## src/rtl/multdiv_seq_pkg.sv

```systemverilog
// rtl/multdiv_seq_pkg.sv - shared types and constants for the iterative multiply/divide unit
package multdiv_seq_pkg;

    // FSM state encodings
    localparam logic [2:0] ST_IDLE      = 3'd0;
    localparam logic [2:0] ST_MUL_IT    = 3'd1;
    localparam logic [2:0] ST_DIV_ABS_A = 3'd2;
    localparam logic [2:0] ST_DIV_ABS_B = 3'd3;
    localparam logic [2:0] ST_DIV_IT    = 3'd4;
    localparam logic [2:0] ST_DIV_FIX   = 3'd5;
    localparam logic [2:0] ST_DONE      = 3'd6;

    typedef enum logic [2:0] {
        IDLE      = ST_IDLE,
        MUL_IT    = ST_MUL_IT,
        DIV_ABS_A = ST_DIV_ABS_A,
        DIV_ABS_B = ST_DIV_ABS_B,
        DIV_IT    = ST_DIV_IT,
        DIV_FIX   = ST_DIV_FIX,
        DONE      = ST_DONE
    } state_t;

    // Last value of the 6-bit iteration counter (32 iterations: 0..31)
    localparam logic [5:0] ITER_LAST = 6'd31;

    // Cycles from accepted start to the RDY cycle
    localparam int MUL_LAT = 33;
    localparam int DIV_LAT = 36;
    localparam int DZ_LAT  = 1;

    // Shared adder operand selects
    typedef enum logic [1:0] {
        A_ZERO = 2'd0,   // constant 0 (negate)
        A_HI   = 2'd1,   // P_hi (Booth accumulate)
        A_RSH  = 2'd2    // {R, Q} shifted left, upper half (restoring trial)
    } a_sel_t;

    typedef enum logic [1:0] {
        B_ZERO   = 2'd0,
        B_M      = 2'd1, // M / |B|
        B_NOT_M  = 2'd2, // ~M, subtract or negate M
        B_NOT_LO = 2'd3  // ~P_lo/Q, negate the low register
    } b_sel_t;

endpackage

```

## src/rtl/csa_32.sv

```systemverilog
// rtl/csa_32.sv - 32-bit carry-select adder with carry-out and signed overflow
//
// Ports:
//   a, b  : addends
//   ci    : carry in
//   sum   : a + b + ci (low 32 bits)
//   co    : carry out of bit 31
//   ovf   : signed overflow of the two's complement add
module csa_32 (
    input  logic [31:0] a,
    input  logic [31:0] b,
    input  logic        ci,
    output logic [31:0] sum,
    output logic        co,
    output logic        ovf
);

    logic [16:0] lo_s;
    logic [16:0] hi_c0;
    logic [16:0] hi_c1;

    // Upper half is computed for both carry-in values, then selected
    assign lo_s  = {1'b0, a[15:0]} + {1'b0, b[15:0]} + {16'd0, ci};
    assign hi_c0 = {1'b0, a[31:16]} + {1'b0, b[31:16]};
    assign hi_c1 = {1'b0, a[31:16]} + {1'b0, b[31:16]} + 17'd1;

    assign sum[15:0]        = lo_s[15:0];
    assign {co, sum[31:16]} = lo_s[16] ? hi_c1 : hi_c0;
    assign ovf              = (a[31] == b[31]) && (sum[31] != a[31]);

endmodule

```

## src/rtl/multdiv_fsm.sv

```systemverilog
// rtl/multdiv_fsm.sv - sequencing FSM, iteration counter and adder/load control for multdiv_seq
//
// Ports:
//   clock, reset_n            : clock, async active-low reset
//   ctrl_mult, ctrl_div       : start strobes (MULT has priority)
//   b_zero                    : operand B is zero (divide-by-zero check at start)
//   lo_msb, lo_lsb, q_bit     : datapath status (P_lo / dividend sign, Booth pair)
//   m_msb                     : sign of M / divisor register
//   busy, rdy                 : status outputs
//   a_sel, b_sel, ci          : shared adder operand and carry-in selects
//   mul_addsub                : Booth step uses the adder result
//   ld_*                      : datapath register load enables
import multdiv_seq_pkg::*;

module multdiv_fsm (
    input  logic   clock,
    input  logic   reset_n,
    input  logic   ctrl_mult,
    input  logic   ctrl_div,
    input  logic   b_zero,
    input  logic   lo_msb,
    input  logic   lo_lsb,
    input  logic   q_bit,
    input  logic   m_msb,
    output logic   busy,
    output logic   rdy,
    output a_sel_t a_sel,
    output b_sel_t b_sel,
    output logic   ci,
    output logic   mul_addsub,
    output logic   ld_init_mul,
    output logic   ld_init_div,
    output logic   ld_dz,
    output logic   ld_mul_step,
    output logic   ld_mul_res,
    output logic   ld_lo_sum,
    output logic   ld_m_sum,
    output logic   ld_div_step,
    output logic   ld_fix
);

    state_t     state;
    state_t     state_nx;
    logic [5:0] cnt;
    logic       iter_state;
    logic       last;

    assign iter_state = (state == MUL_IT) || (state == DIV_IT);
    assign last       = (cnt == ITER_LAST);
    assign busy       = (state != IDLE);
    assign rdy        = (state == DONE);

    always_ff @(posedge clock or negedge reset_n) begin
        if (!reset_n) begin
            state <= IDLE;
            cnt   <= 6'd0;
        end else begin
            state <= state_nx;
            // Counter runs only inside the iteration states and rests at 0
            cnt   <= (iter_state && !last) ? cnt + 6'd1 : 6'd0;
        end
    end

    always_comb begin
        state_nx    = state;
        a_sel       = A_ZERO;
        b_sel       = B_ZERO;
        ci          = 1'b0;
        mul_addsub  = 1'b0;
        ld_init_mul = 1'b0;
        ld_init_div = 1'b0;
        ld_dz       = 1'b0;
        ld_mul_step = 1'b0;
        ld_mul_res  = 1'b0;
        ld_lo_sum   = 1'b0;
        ld_m_sum    = 1'b0;
        ld_div_step = 1'b0;
        ld_fix      = 1'b0;

        case (state)
            IDLE: begin
                if (ctrl_mult) begin
                    ld_init_mul = 1'b1;
                    state_nx    = MUL_IT;
                end else if (ctrl_div) begin
                    if (b_zero) begin
                        ld_dz    = 1'b1;
                        state_nx = DONE;
                    end else begin
                        ld_init_div = 1'b1;
                        state_nx    = DIV_ABS_A;
                    end
                end
            end
            MUL_IT: begin
                a_sel       = A_HI;
                ld_mul_step = 1'b1;
                case ({lo_lsb, q_bit})
                    2'b01: begin
                        b_sel      = B_M;
                        mul_addsub = 1'b1;
                    end
                    2'b10: begin
                        b_sel      = B_NOT_M;
                        ci         = 1'b1;
                        mul_addsub = 1'b1;
                    end
                    default: ;
                endcase
                if (last) begin
                    ld_mul_res = 1'b1;
                    state_nx   = DONE;
                end
            end
            DIV_ABS_A: begin
                b_sel     = B_NOT_LO;
                ci        = 1'b1;
                ld_lo_sum = lo_msb;
                state_nx  = DIV_ABS_B;
            end
            DIV_ABS_B: begin
                b_sel    = B_NOT_M;
                ci       = 1'b1;
                ld_m_sum = m_msb;
                state_nx = DIV_IT;
            end
            DIV_IT: begin
                a_sel       = A_RSH;
                b_sel       = B_NOT_M;
                ci          = 1'b1;
                ld_div_step = 1'b1;
                if (last) begin
                    state_nx = DIV_FIX;
                end
            end
            DIV_FIX: begin
                // Adder always presents -Q here; the datapath picks it if the sign is negative
                b_sel    = B_NOT_LO;
                ci       = 1'b1;
                ld_fix   = 1'b1;
                state_nx = DONE;
            end
            DONE: begin
                state_nx = IDLE;
            end
            default: begin
                state_nx = IDLE;
            end
        endcase
    end

endmodule

```

## src/rtl/multdiv_seq.sv

```systemverilog
// rtl/multdiv_seq.sv - iterative signed 32-bit multiply/divide sharing one carry-select adder
//
// Ports:
//   clock, reset_n   : clock, async active-low reset
//   data_operandA    : multiplicand / dividend (signed), sampled on accepted start
//   data_operandB    : multiplier / divisor (signed), sampled on accepted start
//   ctrl_MULT        : start A*B (wins over ctrl_DIV)
//   ctrl_DIV         : start A/B
//   data_result      : low product word or truncated quotient, held until replaced
//   data_exception   : overflow / divide-by-zero flag, held with the result
//   data_resultRDY   : one-cycle result-valid pulse
//   busy             : operation in progress (through the RDY cycle)
import multdiv_seq_pkg::*;

module multdiv_seq #(
    parameter int WIDTH = 32
) (
    input  logic             clock,
    input  logic             reset_n,
    input  logic [WIDTH-1:0] data_operandA,
    input  logic [WIDTH-1:0] data_operandB,
    input  logic             ctrl_MULT,
    input  logic             ctrl_DIV,
    output logic [WIDTH-1:0] data_result,
    output logic             data_exception,
    output logic             data_resultRDY,
    output logic             busy
);

    // m_r: multiplicand or divisor; hi_r: P_hi or remainder R;
    // lo_r: P_lo (multiplier) or dividend shifting into quotient Q
    logic [WIDTH-1:0] m_r;
    logic [WIDTH-1:0] hi_r;
    logic [WIDTH-1:0] lo_r;
    logic             q_r;
    logic             sign_r;

    a_sel_t           a_sel;
    b_sel_t           b_sel;
    logic             ci;
    logic             mul_addsub;
    logic             ld_init_mul;
    logic             ld_init_div;
    logic             ld_dz;
    logic             ld_mul_step;
    logic             ld_mul_res;
    logic             ld_lo_sum;
    logic             ld_m_sum;
    logic             ld_div_step;
    logic             ld_fix;

    logic [WIDTH-1:0] add_a;
    logic [WIDTH-1:0] add_b;
    logic [WIDTH-1:0] sum;
    logic             co;
    logic             ovf;

    logic [WIDTH-1:0] r_shift;
    logic [WIDTH-1:0] mul_base;
    logic             mul_sign_in;
    logic [WIDTH-1:0] mul_hi_nx;
    logic [WIDTH-1:0] mul_lo_nx;

    multdiv_fsm u_fsm (
        .clock       (clock),
        .reset_n     (reset_n),
        .ctrl_mult   (ctrl_MULT),
        .ctrl_div    (ctrl_DIV),
        .b_zero      (data_operandB == '0),
        .lo_msb      (lo_r[WIDTH-1]),
        .lo_lsb      (lo_r[0]),
        .q_bit       (q_r),
        .m_msb       (m_r[WIDTH-1]),
        .busy        (busy),
        .rdy         (data_resultRDY),
        .a_sel       (a_sel),
        .b_sel       (b_sel),
        .ci          (ci),
        .mul_addsub  (mul_addsub),
        .ld_init_mul (ld_init_mul),
        .ld_init_div (ld_init_div),
        .ld_dz       (ld_dz),
        .ld_mul_step (ld_mul_step),
        .ld_mul_res  (ld_mul_res),
        .ld_lo_sum   (ld_lo_sum),
        .ld_m_sum    (ld_m_sum),
        .ld_div_step (ld_div_step),
        .ld_fix      (ld_fix)
    );

    assign r_shift = {hi_r[WIDTH-2:0], lo_r[WIDTH-1]};

    always_comb begin
        add_a = '0;
        case (a_sel)
            A_HI:    add_a = hi_r;
            A_RSH:   add_a = r_shift;
            default: add_a = '0;
        endcase
    end

    always_comb begin
        add_b = '0;
        case (b_sel)
            B_M:      add_b = m_r;
            B_NOT_M:  add_b = ~m_r;
            B_NOT_LO: add_b = ~lo_r;
            default:  add_b = '0;
        endcase
    end

    csa_32 u_add (
        .a   (add_a),
        .b   (add_b),
        .ci  (ci),
        .sum (sum),
        .co  (co),
        .ovf (ovf)
    );

    // Booth step: the add/sub result is effectively 33 bits wide; sum[31]^ovf
    // recovers its true sign so the arithmetic shift keeps the value exact.
    assign mul_base    = mul_addsub ? sum : hi_r;
    assign mul_sign_in = mul_addsub ? (sum[WIDTH-1] ^ ovf) : hi_r[WIDTH-1];
    assign mul_hi_nx   = {mul_sign_in, mul_base[WIDTH-1:1]};
    assign mul_lo_nx   = {mul_base[0], lo_r[WIDTH-1:1]};

    always_ff @(posedge clock or negedge reset_n) begin
        if (!reset_n) begin
            m_r            <= '0;
            hi_r           <= '0;
            lo_r           <= '0;
            q_r            <= 1'b0;
            sign_r         <= 1'b0;
            data_result    <= '0;
            data_exception <= 1'b0;
        end else begin
            if (ld_init_mul) begin
                m_r  <= data_operandA;
                lo_r <= data_operandB;
                hi_r <= '0;
                q_r  <= 1'b0;
            end
            if (ld_init_div) begin
                m_r    <= data_operandB;
                lo_r   <= data_operandA;
                hi_r   <= '0;
                q_r    <= 1'b0;
                sign_r <= data_operandA[WIDTH-1] ^ data_operandB[WIDTH-1];
            end
            if (ld_dz) begin
                data_result    <= '0;
                data_exception <= 1'b1;
            end
            if (ld_mul_step) begin
                hi_r <= mul_hi_nx;
                lo_r <= mul_lo_nx;
                q_r  <= lo_r[0];
            end
            if (ld_mul_res) begin
                // Product overflows 32 bits unless P_hi is pure sign extension of P_lo
                data_result    <= mul_lo_nx;
                data_exception <= (mul_hi_nx != {WIDTH{mul_lo_nx[WIDTH-1]}});
            end
            if (ld_lo_sum) begin
                lo_r <= sum;
            end
            if (ld_m_sum) begin
                m_r <= sum;
            end
            if (ld_div_step) begin
                // co=1 means no borrow: shifted remainder >= |B|
                hi_r <= co ? sum : r_shift;
                lo_r <= {lo_r[WIDTH-2:0], co};
            end
            if (ld_fix) begin
                // A positive quotient with bit 31 set is only 0x80000000 / -1
                data_result    <= sign_r ? sum : lo_r;
                data_exception <= ~sign_r & lo_r[WIDTH-1];
            end
        end
    end

endmodule
```

## config.mk

```make
export PLATFORM = sky130hd
export DESIGN_NAME = multdiv_seq
export DESIGN_NICKNAME = d
export VERILOG_FILES = /design/src/rtl/multdiv_seq_pkg.sv /design/src/rtl/csa_32.sv /design/src/rtl/multdiv_fsm.sv /design/src/rtl/multdiv_seq.sv
export SDC_FILE = /design/constraint.sdc
export NUM_CORES = 1
export LEC_CHECK = 0
export ABC_AREA = 1
export BUFFER_PORTS_ARGS = -buffer_cell sky130_fd_sc_hd__clkbuf_2
export CORE_MARGIN = 3
export CORE_UTILIZATION = 30
export CTS_BUF_LIST = sky130_fd_sc_hd__clkbuf_8
export DETAILED_ROUTE_END_ITERATION = 8
export HOLD_SLACK_MARGIN = 0.15
export PLACE_DENSITY = 0.47
export SYNTH_ARGS = -nofsm -noshare
export SYNTH_HDL_FRONTEND = slang
export SYNTH_HIERARCHICAL = 1
export SYNTH_SLANG_ARGS = --single-unit
```

## constraint.sdc

```tcl
create_clock -name clock -period 13.6 [get_ports clock]
set_input_delay 0.68 -clock clock [delete_from_list [all_inputs] [get_ports clock]]
set_output_delay 0.68 -clock clock [all_outputs]
set_load 0.01 [all_outputs]
```

==> metrics.txt, run 1 <==
Syn Area/Cell=6.37 µm²; DRC=0; Post-CTS Setup Inserts=0; RSZ-0062 raised after global routing=false; layout cells sized above 1=10.1%; worst slew pin tran=1.22 ns; Worst Hold Class=input pin to asynchronous set/reset pin; Main synth FF type=dfrtp_1; Die Ht=208 µm; final setup vio count=0; first-pass GRT wire length=75.5 mm; outcome=finished clean; GR Util All Layers=22.2%; final WL=48.4 mm; DP HPWL=33.3 mm; Crit. End Element=register; register bit total from synthesis=140; via count=13,160; Die W=208 µm; Worst setup SP type=register; syn nets=2,023; Register Area=3500 µm²; Non-Filler Instances=2,486; Core ar.=39,900 µm²; 1st-iter DRT viols=1,025; CTS H-Tree Depth=4; pwr/cell area=275 nW/µm²; DIE AREA=43,100 µm²; RePlAce Congestion=0.902; Final min period=6.08 ns; slew margin rel.=18.8%; GRT overflow=0; initial antenna violation count=0; Req. time, crit path=14.00 ns; Synth Warn #=6; fillcell total=4,478; Clock Sinks=140; ys async rst share=100%; clk_lat worst skew=0.53 ns; Vias/cell=5.29; drt pass-1 iters=5; clk root buf=clkbuf_8; routed len/inst=19.5 µm; Cells after DPL=2,454; Worst R2R Path Depth=27; Gates resized, CTS repair=0; Unique masters post-synth=47; largest net degree at the start of global routing=76; Fmax=164 MHz; antenna diode count=0; Final #Nets=2,056; Multi-input gate area=7490 µm²; CP delay by family, top=simple AND/OR/NAND/NOR gates; Max Cap Viol=0; post-synthesis sequential area ratio=28.7%; Max FO, Critical Path=64; Worst path slowest cell=nand2_2; Worst EP arrival=6.48 ns; Ports=103; fin. max-slew vios=0; IO Port Bufs=102; row count=73; most used cell, CP=nand2_1; clock transition at the registers of the reported paths=0.11 ns; Layout area overhead=11.2%; Fin Clk Skew=0.0223 ns; final period utilization=44.7%; clock tree from TritonCTS=yes; Post-CTS Hold Buffers=0; Buf/Inv on CP=6; vias in the first global route=12,763; Worst VDD drop=0.000124 V; EDFF count, synth=0; Max clock buf depth=2; worst setup path class=register to register; TritonCTS buffer count=17; max incr delay on CP=0.65 ns; post-route setup TNS=0 ns; Initial Utilization=30.5%; Pleak=6.50 nW; Worst path depth=27; final hold vios=0; Post-Synthesis Cells=1,915; Routed Antenna Nets=0; area of the mapped netlist=12,200 µm²
## stage by stage
| stage | utilization (%) | cell area [µm²] | worst slack (ns) | hold WS, ns | power (mW) |
|---|---|---|---|---|---|
| final | 34.0 | 13600 | 7.52 | 0.194 | 3.73 |
| after global routing | 34.0 | 13600 | 6.89 | 0.219 | 4.07 |
| after CTS | 34.0 | 13600 | 7.56 | 0.207 | 3.72 |
| after floorplan | - | 12200 | 9.07 | 0.384 | 2.48 |
| after global placement | 32.8 | 13100 | 7.69 | 0.449 | 3.29 |
| after detailed placement | 32.8 | 13100 | 7.59 | 0.464 | 3.30 |
## worst paths after layout
check,startpoint,endpoint,slack [ns]
worst max-delay path,u_fsm/state[1]$_DFFE_PN0P_,hi_r[19]$_DFFE_PN0P_,7.52
worst max register to register,u_fsm/state[1]$_DFFE_PN0P_,hi_r[19]$_DFFE_PN0P_,7.52
worst min register to register,u_fsm/cnt[0]$_DFF_PN0_,u_fsm/cnt[0]$_DFF_PN0_,0.47
max in group asynchronous,reset_n,sign_r$_DFFE_PN0P_,11.91
worst min-delay path,reset_n,lo_r[23]$_DFFE_PN0P_,0.19
min in group clock,data_operandA[31],sign_r$_DFFE_PN0P_,0.40
## Yosys cell counts, types with 16 or more instances
| cell type | count | area share (%) |
|---|---|---|
| o221ai_1 | 28 | 2.0 |
| xor2_1 | 23 | 1.7 |
| dfrtp_1 | 140 | 29 |
| clkbuf_1 | 63 | 1.9 |
| nor2_1 | 149 | 4.6 |
| nand2_1 | 611 | 19 |
| inv_1 | 192 | 5.9 |
| a211oi_1 | 32 | 2.0 |
| buf_2 | 30 | 1.2 |
| o211ai_1 | 66 | 4.1 |
| nand3_1 | 89 | 3.7 |
| o21ai_0 | 137 | 5.6 |
| ha_1 | 37 | 3.8 |
| o22ai_1 | 24 | 1.2 |
| a21oi_1 | 149 | 6.1 |
| buf_1 | 16 | 0.49 |
## routing by layer
layer	GRT usage, %	up-vias	routed length, µm
met5	0	-	0
met1	30.2	6296	21900
li1	-	6431	-
met2	37.1	387	22800
met3	3.63	46	2780
met4	5.41	0	870
## cell usage in the layout, fill, tap and decap left out, drive strengths merged, types with 32 or more instances in the layout
master / n
ha: 37
nor2: 158
a211oi: 32
inv: 204
clkbuf: 118
o21ai: 152
o211ai: 66
a21oi: 149
dfrtp: 140
nand3: 92
nand2: 618
## layout make-up
type	count	share of cell area, %
tap	525	4.85
sequential	140	25.9
multi-input combinational	1462	55.3
inverter	200	5.54
timing repair buffer	127	5.20
clock buffer	17	1.73
clock inverter	15	1.56
## cell families (layout without fill, tap and decap cells)
family | Yosys count | after routing | synth area share, %
AOI/OAI and AO/OA | 471 | 471 | 23.0
xor gates and xnor gates | 33 | 33 | 2.43
adders and majority gates | 40 | 40 | 4.29
buffers and inverters | 313 | 359 | 10.1
DFF | 140 | 140 | 28.7
muxes | 13 | 13 | 1.07
and+or+nand+nor | 905 | 905 | 30.4
## report_power, final
group / switching, mW / internal (mW) / leakage, nW
Combinational: 1.77 / 0.746 / 4.51
Clock: 0.209 / 0.203 / 0.210
Sequential: 0.186 / 0.612 / 1.78
## flip-flops by register name, summed over array words and instances, names as in the netlist
register,cells
data_exception,1
data_result,32
hi_r,32
lo_r,32
m_r,32
q_r,1
sign_r,1
u_fsm/cnt,6
u_fsm/state,3
Note: power is estimated with default switching activity, not from simulation.
==> inputs of run 2 (changes only) <==
==> constraint.sdc (replaced) <==
create_clock -name clock -period 5.8 [get_ports clock]
set_input_delay 0.29 -clock clock [delete_from_list [all_inputs] [get_ports clock]]
set_output_delay 0.29 -clock clock [all_outputs]
set_load 0.01 [all_outputs]
==> run 2 against run 1 <==
Compared with the run above: design area up 1.1%; clock-buffer cell count unchanged; via count rose by 0.76%; critical path depth down 1; hold slack worse by 0.023 ns; critical endpoint is now data_exception$_DFFE_PN0P_; non-clock buffer count is 18 higher.
==> metrics.txt, run 2 (synthesis results as in run 1) <==
routed len/inst=19.6 µm (+0.86%); initial antenna violation count=0 (unchanged); Routed Antenna Nets=0 (unchanged); Final #Nets=2,074 (+0.88%); Layout area overhead=12.4%; final WL=49.2 mm (+1.6%); final hold slack=0.171 ns (-0.0232 ns); most used cell, CP=nor2_1; Post-CTS Setup Inserts=0 (unchanged); TritonCTS buffer count=17 (unchanged); met3 wire length=2.19 mm (-21%); worst setup path class=register to register; Worst EP arrival=5.32 ns (-1.16 ns); antenna diode count=0 (unchanged); outcome=finished clean; Worst setup SP type=register; commonest non-fill, non-tap cell in the layout=nand2_1; GR Util All Layers=22.3% (+0.085 points); clock tree from TritonCTS=yes; IO Port Bufs=102 (unchanged); DIE AREA=43,100 µm² (unchanged); fillcell total=4,428 (-1.1%); Req. time, crit path=6.18 ns (-7.82 ns); fin. max-slew vios=0 (unchanged); Final min period=4.94 ns (-1.14 ns); Worst Hold Class=input pin to register; most frequent cells in the layout=nand2_1 (610), inv_1 (192), a21oi_1 (149); Pleak=6.58 nW (+1.3%); CTS H-Tree Depth=4 (unchanged); Buf/Inv on CP=2 (-4); first-pass GRT wire length=76.2 mm (+0.88%); Ports=103 (unchanged); layout cells sized above 1=10.5% (+0.36 points); Metal-1 WL=22.6 mm (+3.1%); Max Cap Viol=0 (unchanged); DP HPWL=36.2 mm (+8.7%); final setup vio count=0 (unchanged); final hold vios=0 (unchanged); 1st-iter DRT viols=1,158 (+13%); CP delay by family, top=simple AND/OR/NAND/NOR gates; via count=13,260 (+0.76%); Fin Clk Skew=0.0186 ns (-0.00373 ns); vias in the first global route=12,706 (-0.45%); RSZ-0062 raised after global routing=false; pwr/cell area=645 nW/µm² (+130%); Die Ht=208 µm (unchanged); post-route setup TNS=0 ns (unchanged); RePlAce Congestion=0.952 (+5.6%); Final Util=34.3% (+0.37 points); Die W=208 µm (unchanged); row count=73 (unchanged); final period utilization=85.2% (+40 points); top routing layer used=met4; Crit. End Element=register; Core ar.=39,900 µm² (unchanged); Worst path slowest cell=dfrtp_1; Fmax=202 MHz (+23%); clk root buf=clkbuf_8; Clock Sinks=140 (unchanged); GRT overflow=0 (unchanged); Vias/cell=5.30 (about the same); drt pass-1 iters=6 (+1); largest net degree at the start of global routing=91 (+20%); worst slew pin tran=1.17 ns (-0.0429 ns); Max FO, Critical Path=8 (-88%); WL met2=23.4 mm (+2.4%); max incr delay on CP=0.46 ns (-0.19 ns); slew margin rel.=21.8% (+3.0 points); clk_lat worst skew=0.48 ns (-0.05 ns); clock transition at the registers of the reported paths=0.10 ns (about the same); DRC=0 (unchanged); Max clock buf depth=2 (unchanged); Worst VDD drop=0.000274 V (+120%); Initial Utilization=30.5% (unchanged)
-- run 2: cell types whose count changed in the layout (fill, tap and decap cells not counted), sizes merged --
cell         previous run  this run
buf                    26        35
dlygate4sd3             0         9
inv                   204       208
clkinvlp                4         1
bufinv                  4         2
clkinv                  3         4
-- run 2: metal layers --
metal	GRT usage (%)	vias to the layer above
met2	37.6	381
li1	-	6480
met4	5.43	0
met3	2.45	49
met5	0	-
met1	30.7	6350
-- run 2: power breakdown --
part	switching [mW]	leakage, nW	internal [mW]
combinational	4.18	4.60	1.79
sequential	0.526	1.78	1.43
clock	0.506	0.208	0.400
-- run 2: final cells by class --
class | count | area [µm²] | share of cell area, %
multi-input cells | 1462 | 7490 | 54.7
flip-flops and latches | 140 | 3500 | 25.6
repair buffers | 145 | 887 | 6.48
inverters | 200 | 751 | 5.48
well taps | 525 | 657 | 4.79
clock buffers | 17 | 234 | 1.71
clock inverters | 15 | 176 | 1.29
-- run 2: timing repair --
item	in CTS	in global routing
gates resized for setup	0	0
hold buffers	9	0
endpoints found under the hold margin	97	0
-- run 2: final timing paths --
check                                            from                          end  slack [ns]  cells past startpoint
max                        u_fsm/state[1]$_DFFE_PN0P_   data_exception$_DFFE_PN0P_        0.86                     26
max in group asynchronous                     reset_n           sign_r$_DFFE_PN0P_        3.96                      3
min reg2reg                    u_fsm/cnt[0]$_DFF_PN0_       u_fsm/cnt[0]$_DFF_PN0_        0.46                      1
max reg2reg                u_fsm/state[1]$_DFFE_PN0P_   data_exception$_DFFE_PN0P_        0.86                     26
min                                 data_operandA[25]          m_r[25]$_DFFE_PN0P_        0.17                      3
min in group asynchronous                     reset_n  data_result[22]$_DFFE_PN0P_        0.48                      2
-- run 2: tightest hold or removal path: stages --
cell and delay [ns]:
clkbuf_2 0.09, mux2i_1 0.08, o221ai_1 0.15
-- run 2: stage by stage --
| step | worst slack (ns) | power, mW | cells | cell area (µm²) |
|---|---|---|---|---|
| 2_1_floorplan | 1.27 | 5.82 | 1915 | 12200 |
| 3_3_place_gp | 1.03 | 7.89 | 2463 | 13200 |
| 3_5_place_dp | 0.965 | 7.88 | 2463 | 13200 |
| 4_1_cts | 0.947 | 8.82 | 2504 | 13700 |
| 5_1_grt | 0.404 | 9.59 | 2504 | 13700 |
| 6_report | 0.861 | 8.84 | 2504 | 13700 |
